**src/rtl/adc_sar_scan_fsm_pkg.sv**
```systemverilog
// Shared definitions for the SAR ADC scan controller.
// Contents: FSM state encoding, scan mode constants and the
// resolution clamp helper used by the SAR register.
package adc_sar_scan_fsm_pkg;

    typedef enum logic [2:0] {
        S_IDLE    = 3'd0,
        S_SAMPLE  = 3'd1,
        S_CONVERT = 3'd2,
        S_STORE   = 3'd3
    } state_t;

    localparam logic [1:0] MODE_SINGLE = 2'b00;
    localparam logic [1:0] MODE_SCAN   = 2'b01;
    localparam logic [1:0] MODE_CONT   = 2'b10;

    // A resolution of 0 or above the converter width means full width.
    function automatic int eff_nbits(input int nb, input int n);
        return (nb == 0 || nb > n) ? n : nb;
    endfunction

endpackage

```
**src/rtl/adc_sar_scan_fsm_if.sv**
```systemverilog
// Result port of the SAR ADC scan controller.
// master (controller): result, result_ch, result_valid, overrun out; result_ready in.
// slave  (consumer)  : the mirror image.
interface adc_sar_scan_fsm_if #(
    parameter int N    = 8,
    parameter int CH_W = 2
);
    logic [N-1:0]    result;
    logic [CH_W-1:0] result_ch;
    logic            result_valid;
    logic            result_ready;
    logic            overrun;

    modport master (
        output result, result_ch, result_valid, overrun,
        input  result_ready
    );

    modport slave (
        input  result, result_ch, result_valid, overrun,
        output result_ready
    );
endinterface

```
**src/rtl/adc_sar_reg.sv**
```systemverilog
// Successive-approximation register for the SAR ADC controller.
// Ports: clk, rst (sync, active high), enable (clock enable),
//        clear (drop code to zero), init (load MSB trial), step (resolve
//        one bit using comp), nbits (requested resolution, clamped here),
//        dac_code (trial code, MSB aligned), done (current step is the last).
module adc_sar_reg
    import adc_sar_scan_fsm_pkg::*;
#(
    parameter int N    = 8,
    parameter int NB_W = $clog2(N + 1)
)(
    input  logic            clk,
    input  logic            rst,
    input  logic            enable,
    input  logic            clear,
    input  logic            init,
    input  logic            step,
    input  logic            comp,
    input  logic [NB_W-1:0] nbits,
    output logic [N-1:0]    dac_code,
    output logic            done
);
    localparam logic [N-1:0] MSB_ONE = N'(1) << (N - 1);

    logic [N-1:0]    trial;
    logic [NB_W-1:0] remaining;
    logic [NB_W-1:0] nb_eff;

    assign nb_eff = NB_W'(eff_nbits(int'(nbits), N));
    assign done   = (remaining == '0);

    always_ff @(posedge clk) begin
        if (rst) begin
            dac_code  <= '0;
            trial     <= '0;
            remaining <= '0;
        end else if (enable) begin
            if (clear) begin
                dac_code  <= '0;
                trial     <= '0;
                remaining <= '0;
            end else if (init) begin
                dac_code  <= MSB_ONE;
                trial     <= MSB_ONE;
                remaining <= nb_eff - NB_W'(1);
            end else if (step) begin
                // Keep or drop the bit under trial; the final step sets no
                // further bit so everything below the resolution stays zero.
                dac_code <= (comp ? dac_code : (dac_code & ~trial))
                          | (done ? '0 : (trial >> 1));
                trial    <= trial >> 1;
                if (!done) begin
                    remaining <= remaining - NB_W'(1);
                end
            end
        end
    end
endmodule

```
**src/rtl/adc_sar_scan_fsm.sv**
```systemverilog
// SAR ADC scan controller: sampling, bit cycling via adc_sar_reg,
// single / one-shot scan / continuous scan sequencing and result delivery.
// Ports: clk, rst (sync, active high), enable, soc, rdy, abort, mode,
//        ch_first, ch_last, nbits, sample_cycles, comp (analog side in);
//        current_state, sample, ch_sel, dac_code, eoc_it, eos_it, busy out;
//        res: result port (master modport).
//
// state     | meaning
// S_IDLE    | waiting for soc with rdy
// S_SAMPLE  | sampling switch closed for sample_cycles+1 cycles
// S_CONVERT | one bit resolved per cycle, nbits cycles
// S_STORE   | result written, next channel or back to idle
module adc_sar_scan_fsm
    import adc_sar_scan_fsm_pkg::*;
#(
    parameter int N          = 8,
    parameter int NCH        = 4,
    parameter int CH_W       = (NCH > 1) ? $clog2(NCH) : 1,
    parameter int SMP_W      = 3,
    parameter int STATE_SIZE = 3
)(
    input  logic                    clk,
    input  logic                    rst,
    input  logic                    enable,
    input  logic                    soc,
    input  logic                    rdy,
    input  logic                    abort,
    input  logic [1:0]              mode,
    input  logic [CH_W-1:0]         ch_first,
    input  logic [CH_W-1:0]         ch_last,
    input  logic [$clog2(N+1)-1:0]  nbits,
    input  logic [SMP_W-1:0]        sample_cycles,
    input  logic                    comp,
    output logic [STATE_SIZE-1:0]   current_state,
    output logic                    sample,
    output logic [CH_W-1:0]         ch_sel,
    output logic [N-1:0]            dac_code,
    output logic                    eoc_it,
    output logic                    eos_it,
    output logic                    busy,
    adc_sar_scan_fsm_if.master      res
);
    localparam int NB_W = $clog2(N + 1);

    state_t            state, state_nxt;
    logic [SMP_W-1:0]  smp_cnt;
    logic [1:0]        mode_q;
    logic [CH_W-1:0]   ch_first_q, ch_last_q;
    logic [NB_W-1:0]   nbits_q;
    logic [SMP_W-1:0]  smp_q;
    logic [N-1:0]      result_q;
    logic [CH_W-1:0]   result_ch_q;
    logic              result_valid_q, overrun_q;
    logic              sar_done, sar_init, sar_step;
    logic              is_single, at_last;
    logic [CH_W-1:0]   ch_next;

    assign is_single = (mode_q != MODE_SCAN) && (mode_q != MODE_CONT);
    assign at_last   = (ch_sel == ch_last_q);
    assign ch_next   = (ch_sel == CH_W'(NCH - 1)) ? '0 : ch_sel + CH_W'(1);
    assign sar_init  = (state == S_SAMPLE) && (smp_cnt == '0) && !abort;
    assign sar_step  = (state == S_CONVERT) && !abort;

    adc_sar_reg #(.N(N), .NB_W(NB_W)) u_sar (
        .clk      (clk),
        .rst      (rst),
        .enable   (enable),
        .clear    (abort),
        .init     (sar_init),
        .step     (sar_step),
        .comp     (comp),
        .nbits    (nbits_q),
        .dac_code (dac_code),
        .done     (sar_done)
    );

    always_ff @(posedge clk) begin
        if (rst) begin
            state <= S_IDLE;
        end else if (enable) begin
            state <= state_nxt;
        end
    end

    always_comb begin
        state_nxt = state;
        if (abort) begin
            state_nxt = S_IDLE;
        end else begin
            case (state)
                S_IDLE:    if (soc && rdy) state_nxt = S_SAMPLE;
                S_SAMPLE:  if (smp_cnt == '0) state_nxt = S_CONVERT;
                S_CONVERT: if (sar_done) state_nxt = S_STORE;
                S_STORE:   state_nxt = (is_single || (at_last && mode_q == MODE_SCAN))
                                       ? S_IDLE : S_SAMPLE;
                default:   state_nxt = S_IDLE;
            endcase
        end
    end

    always_comb begin
        current_state = STATE_SIZE'(state);
        sample        = (state == S_SAMPLE);
        busy          = (state != S_IDLE);
    end

    always_ff @(posedge clk) begin
        if (rst) begin
            smp_cnt        <= '0;
            mode_q         <= '0;
            ch_first_q     <= '0;
            ch_last_q      <= '0;
            nbits_q        <= '0;
            smp_q          <= '0;
            ch_sel         <= '0;
            result_q       <= '0;
            result_ch_q    <= '0;
            result_valid_q <= 1'b0;
            overrun_q      <= 1'b0;
            eoc_it         <= 1'b0;
            eos_it         <= 1'b0;
        end else if (!enable) begin
            overrun_q <= 1'b0;
            eoc_it    <= 1'b0;
            eos_it    <= 1'b0;
        end else begin
            overrun_q <= 1'b0;
            eoc_it    <= 1'b0;
            eos_it    <= 1'b0;
            if (result_valid_q && res.result_ready) begin
                result_valid_q <= 1'b0;
            end
            if (!abort) begin
                case (state)
                    S_IDLE: begin
                        if (soc && rdy) begin
                            mode_q     <= (mode == 2'b11) ? MODE_SINGLE : mode;
                            ch_first_q <= ch_first;
                            ch_last_q  <= ch_last;
                            nbits_q    <= nbits;
                            smp_q      <= sample_cycles;
                            ch_sel     <= ch_first;
                            smp_cnt    <= sample_cycles;
                        end
                    end
                    S_SAMPLE: begin
                        if (smp_cnt != '0) begin
                            smp_cnt <= smp_cnt - SMP_W'(1);
                        end
                    end
                    S_STORE: begin
                        // Store overrides a same-edge handshake clear.
                        result_q       <= dac_code;
                        result_ch_q    <= ch_sel;
                        result_valid_q <= 1'b1;
                        eoc_it         <= 1'b1;
                        overrun_q      <= result_valid_q && !res.result_ready;
                        if (!is_single) begin
                            smp_cnt <= smp_q;
                            if (at_last) begin
                                eos_it <= 1'b1;
                                ch_sel <= ch_first_q;
                            end else begin
                                ch_sel <= ch_next;
                            end
                        end
                    end
                    default: ;
                endcase
            end
        end
    end

    assign res.result       = result_q;
    assign res.result_ch    = result_ch_q;
    assign res.result_valid = result_valid_q;
    assign res.overrun      = overrun_q;
endmodule

```
**src/flat_wrapper.sv**
```systemverilog
// flat-port wrapper written by rule: the top's interface ports become plain ports
module adc_sar_scan_fsm_flat import adc_sar_scan_fsm_pkg::*;
#(
    parameter int N          = 8,
    parameter int NCH        = 4,
    parameter int CH_W       = (NCH > 1) ? $clog2(NCH) : 1,
    parameter int SMP_W      = 3,
    parameter int STATE_SIZE = 3
)
  (clk, rst, enable, soc, rdy, abort, mode, ch_first, ch_last, nbits, sample_cycles, comp, current_state, sample, ch_sel, dac_code, eoc_it, eos_it, busy, res_result, res_result_ch, res_result_valid, res_overrun, res_result_ready);
  adc_sar_scan_fsm_if #(.N(N), .CH_W(CH_W)) res_i ();
  input  logic clk;
  input  logic rst;
  input  logic enable;
  input  logic soc;
  input  logic rdy;
  input  logic abort;
  input  logic [1:0] mode;
  input  logic [CH_W-1:0] ch_first;
  input  logic [CH_W-1:0] ch_last;
  input  logic [$clog2(N+1)-1:0] nbits;
  input  logic [SMP_W-1:0] sample_cycles;
  input  logic comp;
  output logic [STATE_SIZE-1:0] current_state;
  output logic sample;
  output logic [CH_W-1:0] ch_sel;
  output logic [N-1:0] dac_code;
  output logic eoc_it;
  output logic eos_it;
  output logic busy;
  output wire logic [$bits(res_i.result)-1:0] res_result;
  output wire logic [$bits(res_i.result_ch)-1:0] res_result_ch;
  output wire logic [$bits(res_i.result_valid)-1:0] res_result_valid;
  output wire logic [$bits(res_i.overrun)-1:0] res_overrun;
  input wire logic [$bits(res_i.result_ready)-1:0] res_result_ready;
  assign res_result = res_i.result;
  assign res_result_ch = res_i.result_ch;
  assign res_result_valid = res_i.result_valid;
  assign res_overrun = res_i.overrun;
  assign res_i.result_ready = res_result_ready;
  adc_sar_scan_fsm #(.N(N), .NCH(NCH), .CH_W(CH_W), .SMP_W(SMP_W), .STATE_SIZE(STATE_SIZE)) u_core (.clk(clk), .rst(rst), .enable(enable), .soc(soc), .rdy(rdy), .abort(abort), .mode(mode), .ch_first(ch_first), .ch_last(ch_last), .nbits(nbits), .sample_cycles(sample_cycles), .comp(comp), .current_state(current_state), .sample(sample), .ch_sel(ch_sel), .dac_code(dac_code), .eoc_it(eoc_it), .eos_it(eos_it), .busy(busy), .res(res_i));
endmodule
```
**config.mk**
```make
export PLATFORM = sky130hd
export DESIGN_NAME = adc_sar_scan_fsm_flat
export DESIGN_NICKNAME = d
export VERILOG_FILES = /design/src/rtl/adc_sar_scan_fsm_pkg.sv /design/src/rtl/adc_sar_scan_fsm_if.sv /design/src/rtl/adc_sar_reg.sv /design/src/rtl/adc_sar_scan_fsm.sv /design/src/flat_wrapper.sv
export SDC_FILE = /design/constraint.sdc
export NUM_CORES = 1
export LEC_CHECK = 0
export ABC_CLOCK_PERIOD_IN_PS = 4740
export CELL_PAD_IN_SITES_DETAIL_PLACEMENT = 0
export CELL_PAD_IN_SITES_GLOBAL_PLACEMENT = 1
export CORE_ASPECT_RATIO = 1.5
export CORE_UTILIZATION = 35
export DETAILED_ROUTE_END_ITERATION = 7
export PLACE_DENSITY = 0.85
export SETUP_SLACK_MARGIN = 0.3
export SLEW_MARGIN = 20
export SYNTH_ARGS = -nofsm -noshare
export SYNTH_HDL_FRONTEND = slang
export SYNTH_SLANG_ARGS = --single-unit
```
**constraint.sdc**
```tcl
create_clock -name clk -period 4.74 [get_ports clk]
set_clock_uncertainty 0.2 [all_clocks]
set_input_delay 0.711 -clock clk [delete_from_list [all_inputs] [get_ports clk]]
set_output_delay 0.711 -clock clk [all_outputs]
set_load 0.01 [all_outputs]
```
# --- Word-level counts from Yosys, hierarchy flattened ---
# Index checks and enable logic that the tools add are counted.
totals:
  reg_bits: 55
  inputBits: 21
  elab_cells: 109
op_classes:
  add_sub_neg: 4
  magnitude_cmp: 1
  n_eq_ne: 16
  muxes: 34
  bitwise_logic: 6
  reduce_logical: 31
op_table:
  columns: ["cell", "count"]
  rows:
  - ["8-bit two-way mux", 7]
  - ["3-bit two-way mux", 7]
  - ["4-bit two-way mux", 5]
  - ["3-bit one-hot mux with 4 select lines", 1]
  - ["3-bit nonzero test", 4]
  - ["2-bit two-way mux", 5]
  - ["3-bit by 2-bit inequality test with 1-bit output, second input constant", 3]
  - ["3-bit one-hot mux with 3 select lines", 1]
  - ["8-bit bitwise AND", 1]
  - ["1-bit logical AND", 8]
  - ["4-bit logical NOT", 2]
  - ["8-bit inverter", 1]
  - ["8-bit by 7-bit bitwise OR with 8-bit output", 1]
  - ["4-bit AND reduction", 2]
  - ["4-bit by 1-bit subtractor with 4-bit output, second input constant", 2]
  - ["7-bit two-way mux", 1]
  - ["3-bit by 2-bit equality test with 1-bit output, second input constant", 2]
  - ["3-bit logical NOT", 2]
  - ["1-bit two-way mux", 6]
  - ["2-bit by 1-bit inequality test with 1-bit output, second input constant", 3]
  - ["3-bit AND reduction", 2]
  - ["6-bit AND reduction", 1]
  - ["5-bit AND reduction", 1]
  - ["5-bit OR reduction", 1]
  - ["other kinds (17)", 23]

# --- Longest topological paths before layout ---
logic_depth:
  depth_word: 7
  depth_mapped: 8

# --- Modules after synthesis ---
# Synthesis repeated with hierarchy kept, for this count alone.
hier_totals:
  cells_unflattened: 299
  hier_area_um2: 2548.7
modules_own_cells:
  columns: ["mod", "n_inst", "cells_per_inst", "area_each_um2"]
  rows:
  - ["adc_sar_scan_fsm", 1, 176, 1606.5]
  - ["adc_sar_reg", 1, 123, 942.2]

# --- Worst setup path before layout ---
# OpenSTA, ideal clock, no wires.
synth_path:
  path_kind: "flip-flop to flip-flop"
  startpoint: "reg u_core.state[1], in the netlist u_core.current_state[1]"
  endpoint: "reg u_core.u_sar.dac_code[0]"
  t_arrival_ps: 1747
  setup_slack_ps: 2676
  path_stages_with_launch: 9
  n_path_buf: 2
  period_less_slack_ps: 2064
  path_cell_list: "dfxtp_1 > inv_1 > ha_1 > buf_2 > a21o_1 > buf_2 > o211ai_2 > nor2_2 > a32o_1"
synth_between:
  elab_chain_len: 5
synth_lines:
  columns: ["item", "line", "rtl"]
  rows:
  - ["from (decl)", "adc_sar_scan_fsm.sv:45", "state_t state, state_nxt;"]
  - ["from (signal assigned)", "adc_sar_scan_fsm.sv:81", "state <= state_nxt;"]
  - ["3-bit by 1-bit equality test with 1-bit output (*)", null, null]
  - ["net sample", "flat_wrapper.sv:25", "output logic sample;"]
  - ["1-bit logical AND (*) (2 in a row)", "adc_sar_scan_fsm.sv:61", "assign sar_init = (state == S_SAMPLE) && (smp_cnt == '0) && !abort;"]
  - ["3-bit nonzero test (no line) or 8-bit two-way mux (tied branches)", null, null]
  - ["2-bit AND reduction (no line) or 8-bit two-way mux (tied branches)", null, null]
  - ["to (signal assigned)", "adc_sar_reg.sv:49", "dac_code <= (comp ? dac_code : (dac_code & ~trial))"]
  - ["to (decl)", "adc_sar_reg.sv:20", "output logic [N-1:0] dac_code,"]
# Mark *: on every way through the listed nets, which the timed path passes. The rest lies on a longest branch.
# A chain may end at the register's enable or synchronous reset.

# --- Worst setup path after layout ---
layout_path:
  startpoint: "in enable"
  endpoint: "reg u_core.mode_q[1]"
layout_between:
  elab_chain_len: 1
layout_lines:
  columns: ["item", "line", "rtl"]
  rows:
  - ["from (decl)", "flat_wrapper.sv:14", "input logic enable;"]
  - ["4-bit AND reduction (no line)", null, null]
  - ["to (signal assigned)", "adc_sar_scan_fsm.sv:137", "mode_q <= (mode == 2'b11) ? MODE_SINGLE : mode;"]
  - ["to (decl)", "adc_sar_scan_fsm.sv:47", "logic [1:0] mode_q;"]
# Every way passes these cells.

==> results.txt <==
----------------------------------------------------
[Status]
  Run status ... completed

[Power]
  PnR Total Power ... 0.839 mW
  Standby leakage power ... 1.16 nW
  PwrDens ... roughly 270 mW/mm²
  Maximum resistive drop on vdd ... 0.000130 V

[Global route]
  Gr usage total ... 16.3%
  Maximum number of pins on one net before global-route repair ... 48
  Leftover overflow at the end of global routing ... 0
  Via count of the first global-routing pass ... ~2,000
  Antenna violations before repair ... 0
  First-pass GRT wire length ... 9.67 mm

[Clock tree]
  Number of H-tree levels ... 2
  Maximum clock path buffer count ... 2
  Clock slew seen by the registers of the worst setup and hold paths ... ~0.1 ns
  Sinks on the clock net ... between 50 and 60
  Buffer cell driving the clock tree root ... sky130_fd_sc_hd__clkbuf_8
  Hold Buf Count CTS ... 0
  Post-CTS Setup Inserts ... 0
  Cts bufs inserted ... 5
  Gates resized, CTS repair ... 0
  TritonCTS clock tree ... done
  Insertion delay to the later sink of the worst-skew pair ... 0.33 ns

[Synthesis]
  Syn_area_per_cell ... 8.91 µm²
  Share of async-settable or async-resettable flops after synthesis ... 0%
  Syn Nets ... between 300 and 400
  Flops & latches, synth ... 54
  Top cell type by total area after synthesis ... sky130_fd_sc_hd__dfxtp_1
  Yosys cell types ... 53
  Leading register cell type out of synthesis ... sky130_fd_sc_hd__dfxtp_1
  Gate Count Post-Synth ... 276
  Netlist area before placement ... around 0.0025 mm²
  Area contributors post-synth ... sky130_fd_sc_hd__dfxtp_1 (44%), sky130_fd_sc_hd__mux2i_1 (5.7%), sky130_fd_sc_hd__a21oi_1 (5.1%)
  Warnings from Yosys ... 0
  EDFF count, synth ... 0
  Fraction of the yosys area taken by sequential cells ... 43.9%
  Portion of synthesized cell area occupied by the leading cell type ... 43.9%

[Finish]
  Final Instance Area ... 0.00307 mm²
  Total inserted antenna cells ... 0
  Share of post-route cells with drive strength above 1 ... approximately 5.0%
  Most common library cell in the layout ignoring fill and taps ... sky130_fd_sc_hd__dfxtp_1
  Number of nets in the final layout ... 346
  Area of the multi-input gates ... between 0.001 and 0.0015 mm²
  Most frequent cells in the layout ... sky130_fd_sc_hd__dfxtp_1 (54), sky130_fd_sc_hd__clkdlybuf4s50_1 (48), sky130_fd_sc_hd__nand2_1 (32)
  Fin util ... 45.2%
  # fillers ... 669
  Area growth from synthesis to final layout ... 24.9%
  Area taken by flip-flops and latches ... around 0.0011 mm²

[Min path]
  Type of the tightest min-delay check ... reg -> reg
  Start point of the worst hold path ... u_core.u_sar.remaining[3]

[Timing]
  Maximum frequency from static timing analysis ... 336 MHz
  Hold violation count in the final report ... 0
  Setup repair after global routing missed its margin ... false
  Final setup slack of the worst path ... 1.76 ns
  Min cycle time layout ... 2.98 ns
  Worst rel slew slack ... between 40 and 50%
  Final setup violation count ... 0
  Final Max Tran Viols ... 0
  Setup TNS ... 0 ns
  Fin crit share ... 62.8%
  Actual slew at the worst max-slew pin ... 0.800 ns

[Critical path]
  Highest-delay cell along the critical path ... sky130_fd_sc_hd__clkdlybuf4s50_1
  CP Buf/Inv Count ... 1
  Startpoint-to-endpoint class of the critical path ... in -> reg
  Source of the critical timing path ... enable
  Largest driver fanout on the critical path ... 15
  Startpoint type of the worst setup path ... primary input
  Worst endpoint data arrival time ... 3.03 ns
  Top Family by Delay on Critical Path ... simple AND/OR/NAND/NOR gates
  Worst Setup End Kind ... flop
  Max incr delay on CP ... ~0.69 ns
  Worst-case register-to-register setup slack ... 2.36 ns
  Critical-path cell list ... clkdlybuf4s50_1 -> nor2b_4 -> nand4_2 -> or3b_1 -> a21oi_1
  Reg-to-Reg Start ... u_core.current_state[1]
  Required time of the critical path ... between 4 and 5 ns

[Routing]
  Violation count after the first detailed-route iteration ... 85
  Routed wirelength normalized by instance count ... 14.5 µm
  Number of vias per cell ... 5.43
  DR vias ... 2,144
  Antenna violation net count after detailed routing ... 0
  Remaining routing DRC violations ... 0
  Initial DRT Pass Iterations ... 4
  Detailed Route WL ... ~5.7 mm

[Floorplan]
  IO Count ... 50
  Vert. Die Dim ... 105 µm
  Standard cell core area ... approximately 0.0068 mm²
  Die span in x ... 70.5 µm
  Starting density of the core ... 36.1%
  Row cnt ... 37
  Die area ... approximately 0.0074 mm²

[Placed design]
  Dpl hpwl ... about 4.2 mm
  # port buffers ... 48
  Area after detailed placement ... 0.00298 mm²
  Setup WS pre-CTS ... 1.40 ns
  Final RePlAce weighted congestion ... 0.750

[Run]
  Max-cap viol count ... 0

----------------------------------------------------
through the flow:
step	std cells	hold slack, ns
after floorplan	276	0.224
after global placement	387	0.234
after detailed placement	387	0.244
after CTS	395	0.261
after global routing	395	0.285
final	395	0.259
synthesized netlist by cell type (5+ instances only):
cell type,count
sky130_fd_sc_hd__nand3_1,17
sky130_fd_sc_hd__inv_1,11
sky130_fd_sc_hd__a211oi_1,9
sky130_fd_sc_hd__clkbuf_1,9
sky130_fd_sc_hd__a32o_1,7
sky130_fd_sc_hd__nand2_1,32
sky130_fd_sc_hd__o21ai_0,6
sky130_fd_sc_hd__mux2i_1,14
sky130_fd_sc_hd__nor2_1,22
sky130_fd_sc_hd__ha_1,9
sky130_fd_sc_hd__buf_2,5
sky130_fd_sc_hd__a21oi_1,25
sky130_fd_sc_hd__dfxtp_1,54
cells by family after synthesis:
family | Yosys count | share of synthesized area (%)
adders and majority gates | 9 | 4.58
other | 1 | 0.152
buffers and inverters | 28 | 4.68
AOI/OAI and AO/OA | 71 | 20.4
muxes | 14 | 5.70
DFF | 54 | 43.9
and+or+nand+nor | 95 | 19.1
xor gates and xnor gates | 4 | 1.42
worst register-to-register path: cells and delay by family, from the launching register on:
family / cells / cell delay [ns]
compound gates: 2 / 0.44
fa+ha+maj: 1 / 0.41
buf+inv: 1 / 0.11
flops: 1 / 0.36
simple gates: 2 / 0.77
flip-flops by register name, summed over array words and instances, names as in the netlist, 2 cells and up:
name and count:
u_core.mode_q 2, u_core.nbits_q 4, u_core.ch_sel 2, u_core.ch_first_q 2
u_core.ch_last_q 2, u_core.u_sar.trial 8, u_core.res.result 8, u_core.u_sar.remaining 4
u_core.u_sar.dac_code 8, u_core.smp_cnt 3, u_core.res.result_ch 2, u_core.current_state 2
u_core.smp_q 3
metal layers:
metal	GRT usage [%]	vias to the layer above	routed length [µm]
li1	-	1062	-
met1	19.5	1028	2450
met2	28.8	43	3020
met3	2.99	11	184
met4	5.43	0	89
met5	0	-	0
worst paths after layout:
path,end,cells after the start
setup / recovery,u_core.mode_q[1],5
hold reg to reg,u_core.u_sar.remaining[3],1
hold / removal,u_core.u_sar.remaining[3],1
setup reg to reg,u_core.u_sar.dac_code[6],6
layout make-up:
| cell class | count | share of cell area [%] |
|---|---|---|
| clock buffer | 5 | 2.24 |
| multi-input combinational | 194 | 41.1 |
| clock inverter | 3 | 0.936 |
| timing repair buffer | 49 | 15.9 |
| inverter | 12 | 1.47 |
| sequential | 54 | 35.2 |
| tap | 78 | 3.18 |
report_power, final:
group / internal (mW) / switching (mW) / total (mW) / leakage, nW
Combinational: 0.0408 / 0.0481 / 0.0889 / 0.671
Clock: 0.111 / 0.172 / 0.283 / 0.0506
Sequential: 0.460 / 0.00642 / 0.467 / 0.436
Total: 0.612 / 0.226 / 0.839 / 1.16
(Power assumes the default switching activity.)
